[src/rtl/sender_fifo.sv]
// sender_fifo: DEPTH-word FIFO draining to a receiver over a four-phase Request/Ack
// handshake, with Ack timeout, bounded retry, word drop (Error) and Overflow reporting.
`timescale 1ns/1ps
`default_nettype none

module sender_fifo #(
  parameter int WIDTH     = 16,
  parameter int DEPTH     = 4,
  parameter int TIMEOUT   = 8,
  parameter int MAX_RETRY = 2
) (
  input  logic                     clk,
  input  logic                     Reset,
  input  logic                     Transmit,
  input  logic [WIDTH-1:0]         DataIn,
  input  logic                     Ack,
  output logic                     Ready,
  output logic                     Request,
  output logic [WIDTH-1:0]         DataOut,
  output logic [$clog2(DEPTH):0]   Count,
  output logic                     Overflow,
  output logic                     Error
);

  localparam int AW = $clog2(DEPTH);
  localparam int CW = AW + 1;
  localparam int TW = (TIMEOUT > 1) ? $clog2(TIMEOUT) : 1;
  localparam int RW = ($clog2(MAX_RETRY + 1) > 0) ? $clog2(MAX_RETRY + 1) : 1;

  localparam logic [CW-1:0] FULL_COUNT = CW'(DEPTH);
  localparam logic [TW-1:0] TIMER_LAST = TW'(TIMEOUT - 1);
  localparam logic [RW-1:0] RETRY_MAX  = RW'(MAX_RETRY);

  localparam logic [1:0] IDLE     = 2'd0;
  localparam logic [1:0] REQ      = 2'd1;
  localparam logic [1:0] WAIT_LOW = 2'd2;
  localparam logic [1:0] BACKOFF  = 2'd3;

  logic [WIDTH-1:0] mem [DEPTH];
  logic [AW-1:0]    wr_ptr;
  logic [AW-1:0]    rd_ptr;
  logic [1:0]       state;
  logic [TW-1:0]    timer;
  logic [RW-1:0]    retry;

  logic full;
  logic push;
  logic pop;
  logic timed_out;
  logic give_up;

  assign full      = (Count == FULL_COUNT);
  assign Ready     = !full;
  assign push      = Transmit && !full;
  assign timed_out = (state == REQ) && !Ack && (timer == TIMER_LAST);
  assign give_up   = timed_out && !(retry < RETRY_MAX);
  // Ack on the timeout edge still counts as a successful transfer.
  assign pop       = (state == REQ) && (Ack || give_up);

  always_ff @(posedge clk) begin
    if (push) begin
      mem[wr_ptr] <= DataIn;
    end
  end

  always_ff @(posedge clk) begin
    if (Reset) begin
      wr_ptr   <= '0;
      rd_ptr   <= '0;
      Count    <= '0;
      Overflow <= 1'b0;
    end else begin
      Overflow <= Transmit && full;
      if (push) begin
        wr_ptr <= wr_ptr + 1'b1;
      end
      if (pop) begin
        rd_ptr <= rd_ptr + 1'b1;
      end
      case ({push, pop})
        2'b10:   Count <= Count + 1'b1;
        2'b01:   Count <= Count - 1'b1;
        default: Count <= Count;
      endcase
    end
  end

  always_ff @(posedge clk) begin
    if (Reset) begin
      state   <= IDLE;
      Request <= 1'b0;
      DataOut <= '0;
      Error   <= 1'b0;
      timer   <= '0;
      retry   <= '0;
    end else begin
      Error <= 1'b0;
      case (state)
        IDLE: begin
          if (Count != '0) begin
            DataOut <= mem[rd_ptr];
            Request <= 1'b1;
            timer   <= '0;
            retry   <= '0;
            state   <= REQ;
          end
        end
        REQ: begin
          if (Ack) begin
            Request <= 1'b0;
            state   <= WAIT_LOW;
          end else if (timed_out) begin
            Request <= 1'b0;
            if (give_up) begin
              Error <= 1'b1;
              state <= IDLE;
            end else begin
              retry <= retry + 1'b1;
              state <= BACKOFF;
            end
          end else begin
            timer <= timer + 1'b1;
          end
        end
        BACKOFF: begin
          Request <= 1'b1;
          timer   <= '0;
          state   <= REQ;
        end
        WAIT_LOW: begin
          if (!Ack) begin
            state <= IDLE;
          end
        end
        default: state <= IDLE;
      endcase
    end
  end

endmodule

`default_nettype wire

[config.mk]
export PLATFORM = sky130hd
export DESIGN_NAME = sender_fifo
export DESIGN_NICKNAME = d
export VERILOG_FILES = /design/src/rtl/sender_fifo.sv
export SDC_FILE = /design/constraint.sdc
export NUM_CORES = 1
export LEC_CHECK = 0
export BUFFER_PORTS_ARGS = -buffer_cell sky130_fd_sc_hd__buf_2
export CAP_MARGIN = 20
export CORE_MARGIN = 3
export CORE_UTILIZATION = 57
export CTS_BUF_LIST = sky130_fd_sc_hd__clkbuf_4 sky130_fd_sc_hd__clkbuf_8 sky130_fd_sc_hd__clkbuf_16
export DETAILED_ROUTE_END_ITERATION = 6
export GPL_ROUTABILITY_DRIVEN = 1
export PLACE_DENSITY = 0.78
export SYNTH_ARGS = -nofsm -noshare
export SYNTH_HDL_FRONTEND = slang
export SYNTH_SLANG_ARGS = --single-unit
[constraint.sdc]
create_clock -name clk -period 2.7 [get_ports clk]
set_input_delay 0.54 -clock clk [delete_from_list [all_inputs] [get_ports clk]]
set_output_delay 0.54 -clock clk [all_outputs]
set_load 0.02 [all_outputs]
# ---- Word-level counts from Yosys, hierarchy flattened
# Memory sizes are Yosys's and may differ from the RTL's. A register that Yosys moved wholly into a read port is not among the register bits.
# Index checks and enable logic that the tools add are counted.
dict set report word_totals {
  reg_bits 17
  ramBits 64
  out_inout_bits 23
  elab_cells 77
  mem_count 1
}
dict set report classes {
  addsub 6
  magnitude_cmp 1
  n_eq_ne 14
  n_mux 23
  n_bitwise 2
  n_reduce_logical 21
}
# name depth width rd rd_ports_with_merged_regs write_ports line
set mem_list {}
lappend mem_list {mem 4 16 1 1 1 39} ;# logic [WIDTH-1:0] mem [DEPTH];
# op n
set op_table {}
lappend op_table {{2-bit two-way mux} 9}
lappend op_table {{2-bit != test, second input constant} 6}
lappend op_table {{3-bit two-way mux} 3}
lappend op_table {{3-bit case mux with 3 select lines} 1}
lappend op_table {{2-bit case mux with 4 select lines} 1}
lappend op_table {{2-bit by 1-bit adder with 2-bit output, second input constant} 3}
lappend op_table {{3-bit by 1-bit adder with 3-bit output, second input constant} 2}
lappend op_table {{2-bit == test, second input constant} 3}
lappend op_table {{3-bit == test, second input constant} 2}
lappend op_table {{1-bit logical AND} 6}
lappend op_table {{1-bit two-way mux} 6}
lappend op_table {{3-bit case mux with 2 select lines} 1}
lappend op_table {{3-bit AND reduction} 2}
lappend op_table {{3-bit nonzero test} 2}
lappend op_table {{5-bit AND reduction} 1}
lappend op_table {{2-bit by 1-bit == test with 1-bit output, second input constant} 2}
lappend op_table {{2-bit case mux with 2 select lines} 1}
lappend op_table {{4-bit AND reduction} 1}
lappend op_table {{2-bit nonzero test} 2}
lappend op_table {{4-bit OR reduction} 1}
lappend op_table {{1-bit zero test} 3}
lappend op_table {{3-bit != test, second input constant} 1}
lappend op_table {{1-bit case mux with 3 select lines} 1}
lappend op_table {{3-bit by 1-bit subtractor with 3-bit output, second input constant} 1}
lappend op_table {{5 further kinds} 6}

# ---- Depth between registers and ports, before layout
dict set report logic_depth {
  depth_word 8
  ltp_mapped 9
}

# ---- Worst setup path after synthesis
# Ideal clock, no wire load.
dict set report synth_path {
  path_type {reg2reg}
  startpoint {register timer[0]}
  endpoint {register Count[2]}
  arrival_ns 2.203
  path_slack_ns 0.427
  stages_incl_launch_ff 10
  path_buffers 0
  path_cell_list {dfxtp_1 ha_1 ha_1 a21oi_1 nor2_1 ha_1 fa_1 xnor2_1 or3_1 a21oi_1}
}
dict set report synth_between {
  elab_chain_len 7
  elab_cells_between_ends 9
  cone_classes {eq/ne: 3; mux: 1; reduce/logical: 5}
}
# item line
set synth_lines {}
lappend synth_lines {{from (decl)} 43} ;# logic [TW-1:0] timer;
lappend synth_lines {{from (signal assigned)} 122} ;# timer <= timer + 1'b1;
lappend synth_lines {{3-bit == test (*)} 55} ;# assign timed_out = (state == REQ) && !Ack && (timer == TIMER_LAST);
lappend synth_lines {{1-bit logical AND (*)} 55}
lappend synth_lines {{1-bit logical AND (*)} 56} ;# assign give_up = timed_out && !(retry < RETRY_MAX);
lappend synth_lines {{1-bit logical OR (*)} 58} ;# assign pop = (state == REQ) && (Ack || give_up);
lappend synth_lines {{1-bit logical AND (*)} 58}
lappend synth_lines {{named net pop} 48} ;# logic pop;
lappend synth_lines {{2-bit by 1-bit == test with 1-bit output or 2-bit == test (tied branches)} 80} ;# case ({push, pop})
lappend synth_lines {{3-bit case mux with 2 select lines or 2-bit nonzero test (tied branches)} -}
lappend synth_lines {{to (signal assigned)} 81} ;# 2'b10: Count <= Count + 1'b1;
lappend synth_lines {{to (signal assigned)} 82} ;# 2'b01: Count <= Count - 1'b1;
lappend synth_lines {{to (signal assigned)} 83} ;# default: Count <= Count;
lappend synth_lines {{to (decl)} 20} ;# output logic [$clog2(DEPTH):0] Count,
# The timed path passes the listed nets; every way through them passes the cells marked *.
# A chain may end at the register's enable or synchronous reset.

# ---- Final worst setup path
# Ends and elaborated chain as after synthesis.

==> impl_results.md <==
- Startpoint types: flip-flop
- CP top delay family: adder cells
- Sw frac: a little under a third
- Pin count of the biggest net entering global routing: 20
- Setup crit end: Count[2]
- Clock power frac: between 20% and 30%
- Pins Over Slew Limit: 0
- IO Pins: 43
- Synth Area in Simple Gates: between 5 and 6%
- Hpwl dp: 3960 µm
- Initial Utilization: between 50% and 60%
- Critical Path Start: timer[0]
- Synthesized area: between 3000 and 4000 µm²
- Cells after Synth: ~220
- PD cells: between 800 and 900 nW/µm²
- LEAKAGE: roughly 1.6 nW
- Die Y: between 80 and 90 µm
- RSZ-0062 raised after global routing: no
- WP depth: 9
- Largest family of logic cells by synthesized area: multiplexers
- Cell area after layout: 4240 µm²
- Fin nets: slightly below 300
- Die Wd: 87.6 µm
- Port bufs: 42
- Reg2reg start: timer[0]
- Drt total wl: 6410 µm
- Synth warn: 0
- Row count: 29
- Synthesized Nets: around 250
- NetSw: 1.14 mW
- RR Endpoint: Count[2]
- Seq pwr share: between 50 and 60%
- Combinational power share: 23.5%
- Max stage delay cell, worst path: fa_1
- Worst EP arrival: ~2.7 ns
- Clk buf depth: 2
- CTS tree: done
- Final worst-path cycle share: 88.2%
- Wirelength per Cell: around 19 µm
- Post-Synth XOR/XNOR Area: less than 1%
- CTS buffer count: 9
- Most Crowded Layer GR: met2
- GRT Total Usage: between 10% and 20%
- Sequential element share of the synthesized area: between 60% and 70%
- Pint: approximately 2.6 mW
- Worst-Skew Late Latency: about 0.34 ns
- First-pass GRT wire length: about 10000 µm
- Total number of vias: about 2000
- Met2 Use GR: between 30% and 40%
- Met3 GRT Util: 3.67%
- Placed cell area: between 4000 and 5000 µm²
- Synth Area in Compound Gates: 8.87%
- Die ar.: about 7700 µm²
- DR DRC count: 0
- Hold Vio Cnt, Final: 0
- Initial antenna violation count: 0
- GR Layer Usage met1: 23.7%
- CTS root buf: clkbuf_8
- Post-cts resize count: 0
- Status: complete, no violations
- Buf+Inv Stages, Crit Path: 0
- Drt pass-1 iters: 4
- Adder-cell share of the synthesized area: under 10%
- Postcts setup bufs: 0
- Routability cong.: slightly below 0.8
- Setup Skew: 0.00509 ns
- # clock sinks: slightly below 100
- Clock transition at the registers of the reported paths: about 0.090 ns
- Core area: ~6400 µm²
- Mux contribution to synthesized area: a little under an eighth
- Reg2reg setup slack: around 0.32 ns
- Avg Vias per Cell: ~6.0
- Htree depth: 3
- Vias in the first global route: approximately 2100
- Worst Tran Pin Value: between 1 and 1.5 ns
- Grt ovf: 0
- CP max FO: 8
- Cells along the critical path: ha_1 -> ha_1 -> a21oi_2 -> nor2_1 -> ha_1 -> fa_1 -> xnor2_1 -> or3_1 -> a21oi_1
- CP required: about 3.0 ns
- Worst Setup End Kind: flip-flop
- Post-route ant nets: 0
- CP peak stage delay: ~0.38 ns
- Avg Inst Size Synth: around 17 µm²
- Headroom to the max-slew limit: roughly 28%
- Most used cell, CP: ha_1
- Min-delay src: DataIn[11]
- Drt first-iter violations: approximately 130
- Cts hold-fix bufs: 0
- Synth cell types: 47
- P&R area growth vs syn: 11.8%
- Share of cells above drive strength 1: 26.6%
- Max_cap viols: 0
- Min-delay worst type: input port to flip-flop
- Ant diodes: 0
- FMAX: around 420 MHz
- Post-route setup TNS: 0 ns
- Max VDD drop: 0.771 mV
- Min Tclk post-route: 2.38 ns
- Final Setup Violations: 0
- Seq cells post-synth: 97
- Crit path kind: flip-flop to flip-flop
- Reg2Reg Depth: 9
## cells in the final DEF, fill, tap and decap left out, types with 2 or more instances in the layout
master	count
dfxtp_1	33
clkbuf_8	9
and3_1	4
mux4_1	16
nor2b_1	2
o21bai_1	2
a21o_1	3
o31ai_1	2
a32o_1	2
clkbuf_4	2
nor3b_1	3
a21oi_1	9
nand2_1	3
inv_1	2
ha_1	7
nor2_1	5
nand3_1	2
a22o_1	16
o21ai_0	5
buf_4	5
buf_2	42
edfxtp_1	64
clkinv_2	2
## logic make-up (layout without fill, tap and decap cells)
kind of cell	count (synthesis)	after routing
compound gates	45	45
xor+xnor	2	2
fa+ha+maj	8	8
buf+inv	16	66
flops	97	97
mux	17	17
simple gates	32	32
## power groups by stage
stage          sequential (mW)  clock (mW)  combinational (mW)
5_1_grt                   1.99       0.989               0.961
4_1_cts                   1.96       0.930               0.899
3_3_place_gp              1.98           0               0.876
3_5_place_dp              1.99           0               0.892
6_report                  1.96       0.912               0.885
2_1_floorplan             2.07           0               0.560
## cell usage after synthesis (all sizes together)
cell      n  area (µm²)
nand3     2        10.0
nor3      1        5.00
xor2      1        8.76
xnor2     1        8.76
o21ai     5        25.0
nand2     3        11.3
buf      10        85.1
a21oi    11        66.3
a22oi     1        7.51
or3       3        25.0
a32o      2        20.0
fa        1        20.0
a22o     16         140
nor4bb    1        10.0
dfxtp    33         661
o21bai    2        15.0
mux4     16         420
inv       3        11.3
o21a      1        7.51
nor4      2        18.8
nor2b     2        12.5
a21o      3        22.5
nand3b    1        7.51
edfxtp   64        1920
a311oi    1        8.76
and3      4        25.0
or3b      1        8.76
o31ai     2        15.0
nand2b    1        13.8
nor3b     3        22.5
mux2i     1        10.0
ha        7        87.6
clkbuf    3        11.3
nand4bb   1        11.3
nor2      6        25.0
or4       1        7.51
a221oi    1        8.76
## final cells by class
cell class	instances	area, µm²
fill	437	2140
tap	77	96.3
sequential	97	2580
timing repair buffer	47	248
inverter	3	11.3
clock inverter	5	56.3
multi-input combinational	104	1110
clock buffer	11	139
## metal layers
layer	vias to the layer above	wire (µm)	share of wire, %
li1	968	-	-
met1	1002	2680	42
met2	68	3240	50
met3	9	430	6.7
met4	0	64	1.0
met5	-	0	0
## how the worst min path moves through the flow
stage                              to  cells after the start  slack (ns)
after CTS                  mem[3][11]                      1        0.39
after global routing        mem[0][2]                      1        0.39
after floorplan              timer[1]                      1        0.45
after global placement       timer[1]                      1        0.45
final                      mem[1][11]                      1        0.40
after detailed placement  DataOut[10]                      1        0.46
## sequential cells by signal (all words and copies together) (netlist names)
register and cells:
Error 1, Count 3, rd_ptr 2, state 2, wr_ptr 2, timer 3
Overflow 1, mem 64, retry 2, DataOut 16, Request 1
## stage by stage
stage               setup WS, ns  hold WS (ns)  std cells  util, %  power, mW
detailed placement         0.246         0.461        328     63.3       2.89
global placement           0.336         0.453        328     63.3       2.86
floorplan                  0.427         0.446        217        -       2.63
CTS                        0.220         0.390        344     66.4       3.79
global route               0.110         0.389        344     66.4       3.94
finish                     0.318         0.404        344     66.4       3.76
Note: power is estimated with default switching activity, not from simulation.
